### src/rtl/demux4_pkg.sv
// Shared constants for the 1-to-4 lane distributor.
package demux4_pkg;
  localparam int WIDTH = 6;
  localparam int NCH   = 4;
  localparam int SEL_W = 2;
endpackage

### src/rtl/demux4_slot.sv
// One output lane: holding register plus valid flag, consumed by ack.
module demux4_slot
  import demux4_pkg::*;
(
  input  logic             clk,
  input  logic             reset,
  input  logic             load,
  input  logic             ack,
  input  logic [WIDTH-1:0] d,
  output logic [WIDTH-1:0] q,
  output logic             valid
);

  // A load wins over an ack; a same-edge ack only retires the old word.
  always_ff @(posedge clk or posedge reset) begin
    if (reset) begin
      q     <= '0;
      valid <= 1'b0;
    end else if (load) begin
      q     <= d;
      valid <= 1'b1;
    end else if (ack && valid) begin
      valid <= 1'b0;
    end
  end

endmodule

### src/rtl/demux4_dist.sv
// Addressed / round-robin 1-to-4 distributor with per-lane holding slots.
module demux4_dist
  import demux4_pkg::*;
(
  input  logic             clk,
  input  logic             reset,
  input  logic [WIDTH-1:0] in_data,
  input  logic [SEL_W-1:0] in_sel,
  input  logic             in_valid,
  output logic             in_ready,
  input  logic             rr_mode,
  output logic [WIDTH-1:0] out0,
  output logic [WIDTH-1:0] out1,
  output logic [WIDTH-1:0] out2,
  output logic [WIDTH-1:0] out3,
  output logic [NCH-1:0]   out_valid,
  input  logic [NCH-1:0]   out_ack,
  output logic [SEL_W-1:0] rr_ptr
);

  logic [SEL_W-1:0] tgt;
  logic             accept;
  logic [NCH-1:0]   load;
  logic [WIDTH-1:0] lane_q [NCH];

  assign tgt = rr_mode ? rr_ptr : in_sel;

  // An ack on the target lane frees it this cycle, allowing pass-through.
  assign in_ready = ~out_valid[tgt] | out_ack[tgt];
  assign accept   = in_valid & in_ready;

  always_comb begin
    load = '0;
    if (accept) load[tgt] = 1'b1;
  end

  for (genvar i = 0; i < NCH; i++) begin : g_slot
    demux4_slot u_slot (
      .clk   (clk),
      .reset (reset),
      .load  (load[i]),
      .ack   (out_ack[i]),
      .d     (in_data),
      .q     (lane_q[i]),
      .valid (out_valid[i])
    );
  end

  always_ff @(posedge clk or posedge reset) begin
    if (reset) begin
      rr_ptr <= '0;
    end else if (accept && rr_mode) begin
      rr_ptr <= rr_ptr + 2'd1;
    end
  end

  assign out0 = lane_q[0];
  assign out1 = lane_q[1];
  assign out2 = lane_q[2];
  assign out3 = lane_q[3];

endmodule

### config.mk
export PLATFORM = sky130hd
export DESIGN_NAME = demux4_dist
export DESIGN_NICKNAME = d
export VERILOG_FILES = /design/src/rtl/demux4_pkg.sv /design/src/rtl/demux4_slot.sv /design/src/rtl/demux4_dist.sv
export SDC_FILE = /design/constraint.sdc
export NUM_CORES = 1
export LEC_CHECK = 0
export ABC_AREA = 1
export BUFFER_PORTS_ARGS = -buffer_cell sky130_fd_sc_hd__buf_4
export CORE_ASPECT_RATIO = 0.5
export CORE_MARGIN = 5
export CORE_UTILIZATION = 50
export CTS_BUF_LIST = sky130_fd_sc_hd__clkbuf_2 sky130_fd_sc_hd__clkbuf_4 sky130_fd_sc_hd__clkbuf_8
export DETAILED_ROUTE_END_ITERATION = 8
export PLACE_DENSITY = 0.83
export SLEW_MARGIN = 20
export SYNTH_ARGS = -nofsm -noshare
export SYNTH_HDL_FRONTEND = slang
export SYNTH_SLANG_ARGS = --single-unit
export TNS_END_PERCENT = 50
### constraint.sdc
create_clock -name clk -period 1.8 [get_ports clk]
set_input_delay 0.36 -clock clk [delete_from_list [all_inputs] [get_ports clk]]
set_output_delay 0.36 -clock clk [all_outputs]
set_load 0.01 [all_outputs]
# Word level (Yosys, flattened, before mapping)
# Index checks and enable logic that the tools add are counted.
# op_classes
addsub	1
n_mul	0
div_mod_pow	0
magnitude_cmp	2
eq_ne	0
shifts	0
n_mux	16
bitwise	3
reduce_logical	10
# ops
cell	n
1-bit 2-to-1 mux	11
2-bit nonzero test	4
1-bit logical AND	6
1-bit binary-select mux with 2-bit select	2
4-bit 2-to-1 mux	1
2-bit by 3-bit less-than comparator with 1-bit output, second input constant	1
2-bit by 1-bit adder with 2-bit output, second input constant	1
1-bit demux with 2-bit select	1
2-bit by 1-bit >= comparator with 1-bit output, second input constant	1
2-bit 2-to-1 mux	1
1-bit AND	1
1-bit inverter	1
1-bit bitwise OR	1
# totals
regBits	30
latch_bits	0
ramBits	0
rom_bits	0
input_bits	16
out_inout_bits	31
memories	0

# Depth between registers and ports, before layout
# depth
depth_word	8
depth_mapped	12

# Cells and area by module
# From an unflattened synthesis, not the netlist that was laid out.
# unflattened
hier_cells	166
hier_area_um2	1312.5
# modules_own_cells
mod	instances	cells_each	area_each_um2
demux4_slot	4	30	261.5
demux4_dist	1	46	266.5

# Worst setup path after synthesis
# No wires, ideal clock.
# synth_timing
path_kind	register -> output
start	reg rr_ptr[0]
end	out in_ready
arrival_ns	1.123
t_required_ns	1.440
slack_ns	0.317
path_stages_with_launch	10
cell_sequence	dfrtp_1 inv_1 nand2_1 nand2_2 nand2_1 nand2_1 nand2_1 nand2_1 nand2_4 buf_4
# synth_via
elab_chain_len	5
elab_cells_between_ends	7
# synth_lines
element	line_no	source
from (decl)	demux4_dist.sv:18	output logic [SEL_W-1:0] rr_ptr
from (signal assigned)	demux4_dist.sv:53	rr_ptr <= rr_ptr + 2'd1;
2-bit 2-to-1 mux *	demux4_dist.sv:26	assign tgt = rr_mode ? rr_ptr : in_sel;
1-bit binary-select mux with 2-bit select	demux4_dist.sv:29	assign in_ready = ~out_valid[tgt] | out_ack[tgt];
1-bit 2-to-1 mux (not written as such)	demux4_dist.sv:29	
1-bit inverter	demux4_dist.sv:29	
1-bit bitwise OR *	demux4_dist.sv:29	
to (decl)	demux4_dist.sv:10	output logic in_ready,
# Every way passes the cells marked *; elsewhere a longest branch is shown, timed or not. The select of a mux whose other input is x is not followed.

# Worst setup path in the final report
# layout_timing
start	reg rr_ptr[1]
end	out in_ready
# Same word-level chain as after synthesis.

==> results.cfg <==
[power_and_ir_drop]
ir_drop_mv = 0.797
p_clk_share_pct = 15.7
swShare_pct = 38.2
pwr-share-seq_pct = 37.3
power.leakage_nw = 1.09
netSwitchingPower_mw = 1.21
pwr_density_cell_mw_per_mm2 = 1600
comb_power_share_pct = 47.0
p_int_mw = 1.95

[floorplan]
dieArea_mm2 = 0.00410
core_area_mm2 = 0.00267
row_count = 13
die_y_um = 47.8
start_util_pct = 53.7
ioPinCount = 47
die_x_um = 85.7

[yosys]
syn_avg_cell_area_um2 = 8.32
synth-main-ff-cell = dfrtp_1
netlist_instances = 172
synth_async_sr_flop_share_pct = 100
synth_top_cells_by_count = nand2_1, dfrtp_1, nand4_1
syn-cell-area_mm2 = 0.00143
syn-num-nets = 188
synth.area.top_cells = dfrtp_1, nand2_1, nand4_1
ys_ff_latch = 30
yosysMostFrequentCell = nand2_1
synth_top_area_share_pct = 52.4
seq_area_frac_synth_pct = 52.4
ys_types = 18
yosysTopAreaCell = dfrtp_1
synth-edff-count = 0
yosys_warnings = 0

[global_routing]
grt_max_degree = 33
gr-total-overflow = 0
grt_pass1_wl_mm = 6.13
grt_pass1_vias = 1268
grt_antenna_before_repair = 0
grt_usage_pct = 20.2

[sta]
whs_ns = 0.157
finalCritPeriodShare_pct = 96.6
finalMaxSlewViolations = 0
worst_pin_slew_ns = 0.385
rsz0062_at_grt = true
finalClockSkew_ns = 0.00606
finalSetupViolCount = 0
finalCriticalPeriod_ns = 1.74
finalHoldViolations = 0
max_freq_ghz = 0.575
slew_headroom_pct = 74.3

[worst_setup_path]
crit_path_start_kind = flip-flop
critPathKind = reg -> out
worstPathArrival_ns = 1.38
crit_path_frequent_cell = nand2_1
cp_num_buf_inv = 2
cp_max_fo = 5
critPathTopFamily = simple AND/OR/NAND/NOR gates
crit_chain = inv_1 -> nand2_1 -> nand2_2 -> nand3_2 -> nand2_1 -> nor2_2 -> nand2_4 -> buf_6
crit_slowest_cell = dfrtp_1
cp.required_ns = 1.44
cpPeakStageDelay_ns = 0.38
critPathCaptureType = output pin

[detailed_routing]
viasPerCell = 5.38
ant_nets = 0
route.detailed.drc = 0
wl_mm = 3.90
wl_per_cell_um = 14.8
vias = 1420
dr.pass1.iters = 4
drtIter0Drc = 109

[cts]
cts_root_buf = clkbuf_8
htree_levels = 2
cts_tree = built
clk_pin_slew_worst_paths_ns = 0.06
cts_sinks = 30
clk-insertion-delay-late_ns = 0.28
cts_buffers = 5
clk_path_buf_depth = 2

[layout]
drive_gt1_share_pct = 37.4
syn_to_final_growth_pct = 37.9
final_cell_area_mm2 = 0.00197
fin_nets = 243
diodes = 0
fin_cells = 264
fin_util_pct = 74.0

[worst_hold_path]
hold_class = in -> async

[placement]
numPortBuffers = 46
numPlacedInstances = 251
post_dp_cell_area_mm2 = 0.00180
place_hpwl_mm = 2.68
gp_congestion = 0.842

[outcome]
outcome = finished clean

[job]
drv_cap = 0
[stage by stage]
stage / total power, mW / worst slack (ns) / TNS, ns
2_1_floorplan: 1.88 / 0.317 / 0
3_3_place_gp: 2.51 / 0.173 / 0
3_5_place_dp: 2.55 / 0.0871 / 0
4_1_cts: 3.09 / 0.00648 / 0
5_1_grt: 3.39 / -0.0296 / -0.0296
6_report: 3.16 / 0.0617 / 0
[sequential cells by signal, indices dropped and copies added, names as in the netlist]
register,count
g_slot.u_slot.q,24
g_slot.u_slot.valid,4
rr_ptr,2
[path summary, 6_finish.rpt]
path / start / endpoint / slack, ns / cells past startpoint
max in group asynchronous: reset / g_slot[2].u_slot.q[4] / 1.36 / 3
setup reg to reg: rr_ptr[1] / g_slot[2].u_slot.q[1] / 0.14 / 11
min in group clk: out_ack[2] / g_slot[2].u_slot.valid / 0.26 / 2
setup / recovery: rr_ptr[1] / in_ready / 0.06 / 8
hold reg to reg: g_slot[3].u_slot.q[3] / g_slot[3].u_slot.q[3] / 0.47 / 2
hold / removal: reset / g_slot[1].u_slot.q[5] / 0.16 / 3
[cells in the final DEF, fill, tap and decap left out, types with 2 or more instances in the layout]
cell	instances
nand2_1	65
buf_4	56
dfrtp_1	30
nand4_1	26
nand2_2	9
inv_1	9
nand3_2	5
clkbuf_8	5
nand3_1	4
nor2_1	4
o21ai_0	3
inv_2	2
nand2_4	2
clkinv_2	2
buf_6	2
[kinds of logic after synthesis]
logic type	Yosys count	share of synthesized area, %
flip-flops	30	52.4
AO/OA/AOI/OAI	4	1.40
AND/OR/NAND/NOR	117	38.5
buffers and inverters	21	7.60
[layer usage]
metal  global-route usage (%)  part of all wire, %  vias up
met1                     25.6                   43      674
met5                        0                    0        -
met4                     9.46                  1.0        0
met2                     33.2                   48       62
li1                         -                    -      676
met3                     6.01                  8.4        8
[worst register-to-register path, cell delays in order, from the launching register on]
cell and delay, ns:
dfrtp_1 0.38, inv_1 0.07, nand2_1 0.07, nand2_2 0.10
buf_4 0.15, nand2_2 0.06, nand2_2 0.06, nand2_4 0.08
buf_4 0.20, buf_6 0.21, nand4_1 0.13, nand2_1 0.10
[power groups by stage]
stage                     Clock [mW]  Sequential (mW)  Combinational [mW]
after global routing           0.538             1.21                1.64
final                          0.497             1.18                1.49
after floorplan                    0             1.30               0.583
after global placement             0             1.18                1.33
after detailed placement           0             1.18                1.36
after CTS                      0.508             1.17                1.41
[area by class of cell]
cell class / count / area [um2]
clock inverter: 2 / 10.0
tap: 37 / 46.3
multi-input combinational: 121 / 614
fill: 204 / 693
sequential: 30 / 751
inverter: 11 / 41.3
clock buffer: 5 / 68.8
timing repair buffer: 58 / 443
[what timing repair did]
item,CTS,global route
pin swaps,2,8
endpoints found under the setup margin,1,26
gates resized for setup,0,15
hold buffers,0,0
buffers inserted,3,3
Note: power is estimated with default switching activity, not from simulation.
